## config.mk

```make
export PLATFORM = sky130hd
export DESIGN_NAME = reg_file_sb
export DESIGN_NICKNAME = d
export VERILOG_FILES = /design/src/rtl/reg_file_pkg.sv /design/src/rtl/reg_scoreboard.sv /design/src/rtl/reg_file_sb.sv
export SDC_FILE = /design/constraint.sdc
export NUM_CORES = 2
export LEC_CHECK = 0
export CAP_MARGIN = 5
export CORE_MARGIN = 3
export CORE_UTILIZATION = 50
export DETAILED_ROUTE_END_ITERATION = 10
export PLACE_DENSITY = 0.66
export SLEW_MARGIN = 10
export SYNTH_ARGS = -nofsm -noshare
export SYNTH_HDL_FRONTEND = slang
export SYNTH_SLANG_ARGS = --single-unit
```

## constraint.sdc

```tcl
create_clock -name clock -period 2.4 [get_ports clock]
set_input_delay 0.6 -clock clock [delete_from_list [all_inputs] [get_ports clock]]
set_output_delay 0.6 -clock clock [all_outputs]
set_load 0.05 [all_outputs]
```

## src/rtl/reg_file_pkg.sv

```systemverilog
// rtl/reg_file_pkg.sv - shared constants and helpers for the register file slice
package reg_file_pkg;
    localparam int DEF_WIDTH  = 32;
    localparam int DEF_DEPTH  = 32;
    localparam int INIT_ZERO  = 0;
    localparam int INIT_INDEX = 1;

    function automatic int addr_width(input int depth);
        return (depth > 1) ? $clog2(depth) : 1;
    endfunction
endpackage

```

## src/rtl/reg_scoreboard.sv

```systemverilog
// rtl/reg_scoreboard.sv - per-register pending-write bits with set/clear and two lookups
module reg_scoreboard
    import reg_file_pkg::*;
#(
    parameter int DEPTH = DEF_DEPTH,
    parameter int AW    = addr_width(DEPTH)
) (
    input  logic          clock,
    input  logic          Reset_n,
    input  logic          set,
    input  logic [AW-1:0] set_addr,
    input  logic          clear,
    input  logic [AW-1:0] clear_addr,
    input  logic [AW-1:0] look1,
    input  logic [AW-1:0] look2,
    output logic          busy1,
    output logic          busy2
);
    logic [DEPTH-1:0] busy;

    // Set beats clear when both hit the same register in one edge.
    always_ff @(posedge clock or negedge Reset_n) begin
        if (!Reset_n) begin
            busy <= '0;
        end else begin
            for (int i = 0; i < DEPTH; i++) begin
                if (set && set_addr == AW'(i)) begin
                    busy[i] <= 1'b1;
                end else if (clear && clear_addr == AW'(i)) begin
                    busy[i] <= 1'b0;
                end
            end
        end
    end

    // Addresses beyond DEPTH match no entry and therefore read as not busy.
    always_comb begin
        busy1 = 1'b0;
        busy2 = 1'b0;
        for (int i = 0; i < DEPTH; i++) begin
            if (look1 == AW'(i)) busy1 = busy[i];
            if (look2 == AW'(i)) busy2 = busy[i];
        end
    end
endmodule

```

## src/rtl/reg_file_sb.sv

```systemverilog
// rtl/reg_file_sb.sv - two-read one-write register file with registered reads and busy scoreboard
module reg_file_sb
    import reg_file_pkg::*;
#(
    parameter int WIDTH     = DEF_WIDTH,
    parameter int DEPTH     = DEF_DEPTH,
    parameter int ZERO_REG  = 1,
    parameter int INIT_MODE = INIT_INDEX
) (
    input  logic                          clock,
    input  logic                          Reset_n,
    input  logic [addr_width(DEPTH)-1:0]  Read1,
    input  logic [addr_width(DEPTH)-1:0]  Read2,
    input  logic                          ReadEn,
    output logic [WIDTH-1:0]              Data1,
    output logic [WIDTH-1:0]              Data2,
    output logic                          Valid1,
    output logic                          Valid2,
    input  logic [addr_width(DEPTH)-1:0]  WriteReg,
    input  logic [WIDTH-1:0]              WriteData,
    input  logic                          RegWrite,
    input  logic [addr_width(DEPTH)-1:0]  BusyReg,
    input  logic                          BusySet
);
    localparam int            AW        = addr_width(DEPTH);
    localparam logic [AW:0]   DEPTH_LIM = (AW + 1)'(DEPTH);

    logic [WIDTH-1:0] rf [DEPTH];
    logic             wr_ok;
    logic             set_ok;
    logic             busy1;
    logic             busy2;
    logic [WIDTH-1:0] nxt_data1;
    logic [WIDTH-1:0] nxt_data2;
    logic             nxt_valid1;
    logic             nxt_valid2;

    function automatic logic in_range(input logic [AW-1:0] a);
        return {1'b0, a} < DEPTH_LIM;
    endfunction

    function automatic logic is_zero(input logic [AW-1:0] a);
        return (ZERO_REG != 0) && (a == '0);
    endfunction

    assign wr_ok  = RegWrite && in_range(WriteReg) && !is_zero(WriteReg);
    assign set_ok = BusySet && in_range(BusyReg) && !is_zero(BusyReg);

    reg_scoreboard #(
        .DEPTH (DEPTH),
        .AW    (AW)
    ) u_scoreboard (
        .clock      (clock),
        .Reset_n    (Reset_n),
        .set        (set_ok),
        .set_addr   (BusyReg),
        .clear      (wr_ok),
        .clear_addr (WriteReg),
        .look1      (Read1),
        .look2      (Read2),
        .busy1      (busy1),
        .busy2      (busy2)
    );

    always_ff @(posedge clock or negedge Reset_n) begin
        if (!Reset_n) begin
            for (int i = 0; i < DEPTH; i++) begin
                rf[i] <= (INIT_MODE == INIT_INDEX && !(ZERO_REG != 0 && i == 0)) ? WIDTH'(i) : '0;
            end
        end else if (wr_ok) begin
            rf[WriteReg] <= WriteData;
        end
    end

    // A same-edge write wins over stored data and over any busy state, set included.
    always_comb begin
        nxt_data1  = rf[Read1];
        nxt_valid1 = ~busy1;
        if (!in_range(Read1) || is_zero(Read1)) begin
            nxt_data1  = '0;
            nxt_valid1 = 1'b1;
        end else if (wr_ok && WriteReg == Read1) begin
            nxt_data1  = WriteData;
            nxt_valid1 = 1'b1;
        end

        nxt_data2  = rf[Read2];
        nxt_valid2 = ~busy2;
        if (!in_range(Read2) || is_zero(Read2)) begin
            nxt_data2  = '0;
            nxt_valid2 = 1'b1;
        end else if (wr_ok && WriteReg == Read2) begin
            nxt_data2  = WriteData;
            nxt_valid2 = 1'b1;
        end
    end

    always_ff @(posedge clock or negedge Reset_n) begin
        if (!Reset_n) begin
            Data1  <= '0;
            Data2  <= '0;
            Valid1 <= 1'b0;
            Valid2 <= 1'b0;
        end else if (ReadEn) begin
            Data1  <= nxt_data1;
            Data2  <= nxt_data2;
            Valid1 <= nxt_valid1;
            Valid2 <= nxt_valid2;
        end
    end
endmodule

```

-- Word-level counts from Yosys, hierarchy flattened
Cells that the tools add are included.
Widths: inputs -> output; s select.
- flip-flop bits (word level): 1122
- output and inout bits: 66
- magnitude comparators: 4
- muxes and demuxes: 145
- bitwise logic cells: 5
- reduce and logical (&&, ||, !) cells: 107
- equality and inequality tests: 126
- operator list (kind ; number):
    $bwmux 1024 ; 1
    $bmux 32 s5 ; 2
    $eq 5x5->1 const B ; 64
    $mux 32 ; 9
    $demux 32 s5 ; 1
    $eq 5x4->1 const B ; 32
    $mux 1 ; 132
    $eq 5x3->1 const B ; 16
    $logic_and 1x1->1 ; 69
    $reduce_bool 2->1 ; 32
    $eq 5x2->1 const B ; 8
    $eq 5x1->1 const B ; 4
    $logic_not 5->1 ; 4
    $ge 6x6->1 const B ; 3
    $not 5->6 ; 3
    $eq 5x5->1 ; 2
    $lt 6x1->1 const B ; 1
    $logic_not 1->1 ; 2
    $not 1->1 ; 2

-- Depth between registers and ports, before layout
- word-level depth: 36
- mapped depth: 11
- depth with buffers taken out: 6

-- Cells and area by module
Synthesis repeated with hierarchy kept, for this count alone.
- cells, all modules: 4640
- area total of the unflattened synthesis: 58821.4 um2
- by module, submodules not included (module ; times used ; area an instance (um2) ; cells an instance ; sequential area each (um2)):
    reg_file_sb ; 1 ; 56480.4 ; 4365 ; 27376.3
    reg_scoreboard ; 1 ; 2341.0 ; 275 ; 800.8

-- Worst setup path after synthesis
OpenSTA, ideal clock, no wires.
- path type: input port to flip-flop
- start point: input Read1[0]
- end point: register Data1[19]
- data arrival time: 2411 ps
- setup time: 126 ps
- stages on the path: 8
- buffers on the path: 4
- required time: 2274 ps
- slack: -137 ps
- cells stage by stage: buf_2 -> buf_6 -> buf_2 -> buf_4 -> mux4_2 -> mux2i_1 -> a221oi_2 -> a221o_1
- longest elaborated chain between the ends: 6
- elaborated cells on any way between the ends: 9
- those cells by class: eq/ne (1); mux (5); bitwise (1); reduce/logical (2)
- ends and longest elaborated chain (element ; RTL line ; source):
    from (decl) ; reg_file_sb.sv:12 ; input logic [addr_width(DEPTH)-1:0] Read1,
    $not 5->6 (not written as such) ; reg_file_sb.sv:77 ; nxt_data1 = rf[Read1];
    $bmux 32 s5 ; reg_file_sb.sv:77 ;
    $mux 32 (not written as such) (2 in a row) ; reg_file_sb.sv:77 ;
    $mux 32 ; reg_file_sb.sv:82 ; end else if (wr_ok && WriteReg == Read1) begin
    $mux 32 (*) ; reg_file_sb.sv:79 ; if (!in_range(Read1) || is_zero(Read1)) begin
    to (signal assigned) ; reg_file_sb.sv:105 ; Data1 <= nxt_data1;
    to (decl) ; reg_file_sb.sv:15 ; output logic [WIDTH-1:0] Data1,
Mark *: on every way between the ends. The rest lies on a longest branch, timed or not. The select of a mux whose other input is x is not followed.
A chain may end at the register's enable or synchronous reset.

-- Final worst setup path
- start point: input Read1[2]
- end point: register Data1[19]
Same word-level chain as after synthesis.

==> results.md <==
- Sum of negative setup slack: 0 ns
- Crit path arrival time: 2.97 ns
- Layout cells sized above 1: 0.574
- Hold_ws: 0.378 ns
- Rel. slew slack: 0.585
- Vias in the first global route: 39500
- Status: complete, no violations
- Antenna violations before repair: 1
- CP startpoint kind: primary input
- Antenna cells: 0
- Slew Viols, Final: 0
- Total power: 58.1 mW
- Max cap viols: 0
- Initial Util: 0.507
- Worst Path Required: 2.99 ns
- Worst setup margin: 0.0184 ns
- Combinational share of power: 0.221
- Vias: 38300
- Most frequent cells in the layout: dfrtp_1 (1042), mux2_2 (993), mux4_2 (514)
- Detail Placement HPWL: 119000 um
- Mean Syn Cell Area: 15.6 sq um
- TritonCTS clock tree: done
- DRT iter0 DRCs: 3596
- EDFF count, synth: 0
- Chip Height: 351 um
- Post-Synthesis Cells: 3816
- Pre-antenna DRT Iters: 5
- CP Max Fanout: 14
- Commonest non-fill, non-tap cell in the layout: dfrtp_1
- Switch share: 0.275
- CTS clk-pin slew, worst paths: 0.06 ns
- # port buffers: 122
- Core Area: 117000 sq um
- Final net count: 4176
- NetSw: 16.0 mW
- Top cells by area, synth: dfrtp_1 (44%), mux4_2 (19%), mux2_2 (19%)
- CTS sink count: 1122
- CP startpoint: Read1[2]
- Tot GR Track Use: 0.298
- Yosys cell types: 64
- Synth area leader: dfrtp_1
- DRT Wirelength: 181000 um
- Pin count of the biggest net entering global routing: 114
- Register bit total from synthesis: 1122
- Worst-Margin Slew: 0.623 ns
- # Post-CTS Setup Buffers: 0
- Internal Power: 42.1 mW
- F_max: 420 MHz
- Hold Crit Class: primary input to async pin
- Die ar.: 123000 sq um
- Tmin final: 2.38 ns
- Tcrit/Tclk final: 0.992
- Gpl congestion: 0.903
- Num CTS Buffers: 120
- Clock Skews: 0.0384 ns
- Top FF cell, synth: dfrtp_1
- Pre-CTS WS: -0.687 ns
- Crit path kind: primary input to register
- Die Width: 351 um
- Remaining antenna violation count: 0
- Clk buf depth: 3
- # DRC: 0
- CTS root buffer: clkbuf_16
- Ys async rst share: 1.00
- Layout area overhead: 19.8%
- Worst IR drop on VDD: 0.719 mV
- Row cnt: 125
- Worst-Skew Late Latency: 0.74 ns
- Synthesis Warnings: 0
- Hold Vio Cnt, Final: 0
- Mapped Nets: 3873
- Worst reg2reg path startpoint: rf[27]
- H-tree levels: 3
- Vias per inst: 6.67
- GRT Residual Overflow: 0
- Register area share after synthesis: 0.474
- Placed cell areas: 67000 sq um
- Top cell type's share of synthesized area: 0.439
- # setup viols final: 0
- Ports: 123
- Sequential share of power: 0.438
- PD cells: 816 nW/um^2
- Leakage: 31.0 nW
- Setup crit end kind: register
- Clk network pwr share: 0.341
- Final instance area: 71200 sq um
- First-pass GRT wire length: 270000 um
- Post-Syn Area: 59400 sq um
- WL/cell: 31.5 um
[metrics by stage]
step           std cells  utilization
6_report            5748        0.608
3_3_place_gp        5520        0.572
2_1_floorplan       3816            -
3_5_place_dp        5520        0.572
4_1_cts             5748        0.608
5_1_grt             5748        0.608
[worst max-delay path, cell delays in order]
cell and delay, ns:
clkdlybuf4s50_1 0.63, buf_4 0.24, buf_4 0.21, nor2b_4 0.41, buf_4 0.43, a221oi_2 0.14
a221o_1 0.29
[power groups by stage]
stage | clock network, mW | logic, mW | registers, mW
6_report | 19.8 | 12.8 | 25.5
5_1_grt | 20.9 | 13.7 | 25.9
4_1_cts | 20.1 | 12.9 | 25.4
3_5_place_dp | 0 | 13.0 | 25.7
3_3_place_gp | 0 | 12.7 | 25.4
2_1_floorplan | 0 | 8.54 | 25.3
[timing repair]
item,in CTS,in global routing
resized for setup,80,5
endpoints found under the hold margin,15,0
hold buffers,1,0
gates cloned,0,0
setup endpoints to repair,61,14
[final cells by class]
cell class / instances / area (sq um)
Clock inverter: 57 / 717
Tap cell: 1524 / 1910
Inverter: 20 / 82.6
Timing Repair Buffer: 626 / 7380
Clock buffer: 170 / 3530
Sequential cell: 1122 / 28200
Multi-Input combinational cell: 2229 / 29500
Fill cell: 8814 / 45900
[flip-flops by register name (all words and copies together) (netlist names)]
signal             flops
Valid2                 1
Data1                 32
Data2                 32
u_scoreboard.busy     32
Valid1                 1
rf                  1024
[path summary, 6_finish.rpt]
kind	endpoint	slack, ns	cells past startpoint
worst min-delay path	rf[341]	0.38	2
max in group asynchronous	rf[530]	1.01	4
min in group clock	rf[1023]	0.39	0
worst min register to register	rf[1023]	0.39	0
worst max register to register	Data2[27]	0.53	5
worst max-delay path	Data1[19]	0.02	7
[per-layer routing]
metal  part of all wire  vias up  GRT usage
li1                   -    15600          -
met1               0.43    20900      0.425
met5                  0        -          0
met4              0.034        0     0.0983
met2               0.46     1484      0.463
met3              0.075      321     0.0576
[cells by family (layout without fill, tap and decap cells)]
kind of cell    Yosys count  in the layout  share of synthesized area
xor+xnor                 10             10                    0.00147
flops                  1122           1122                      0.474
buf+inv                 465            873                     0.0339
mux                    1773           1773                      0.428
compound gates          292            292                     0.0491
simple gates            154            154                     0.0139
[Yosys cell counts, drive strengths merged (2+ instances only)]
| library cell | n |
|---|---|
| dfrtp | 1042 |
| mux2 | 993 |
| mux4 | 514 |
| mux2i | 266 |
| clkbuf | 255 |
| buf | 190 |
| a221o | 129 |
| dfstp | 80 |
| a221oi | 64 |
| nand2 | 36 |
| o21ai | 30 |
| nor2 | 26 |
| inv | 19 |
| nor3 | 17 |
| a22o | 14 |
| a21oi | 13 |
| nor2b | 13 |
| o22ai | 10 |
| xnor2 | 10 |
| nand2b | 8 |
| nand3 | 8 |
| nor3b | 8 |
| and3 | 6 |
| nand3b | 6 |
| and2 | 5 |
| or3 | 5 |
| a32oi | 4 |
| nand4 | 4 |
| a31oi | 3 |
| o31ai | 3 |
| or4 | 3 |
| a211oi | 2 |
| a32o | 2 |
| and3b | 2 |
| nor4b | 2 |
| o31a | 2 |
| o32a | 2 |
| o32ai | 2 |
| or3b | 2 |
(Power assumes the default switching activity.)
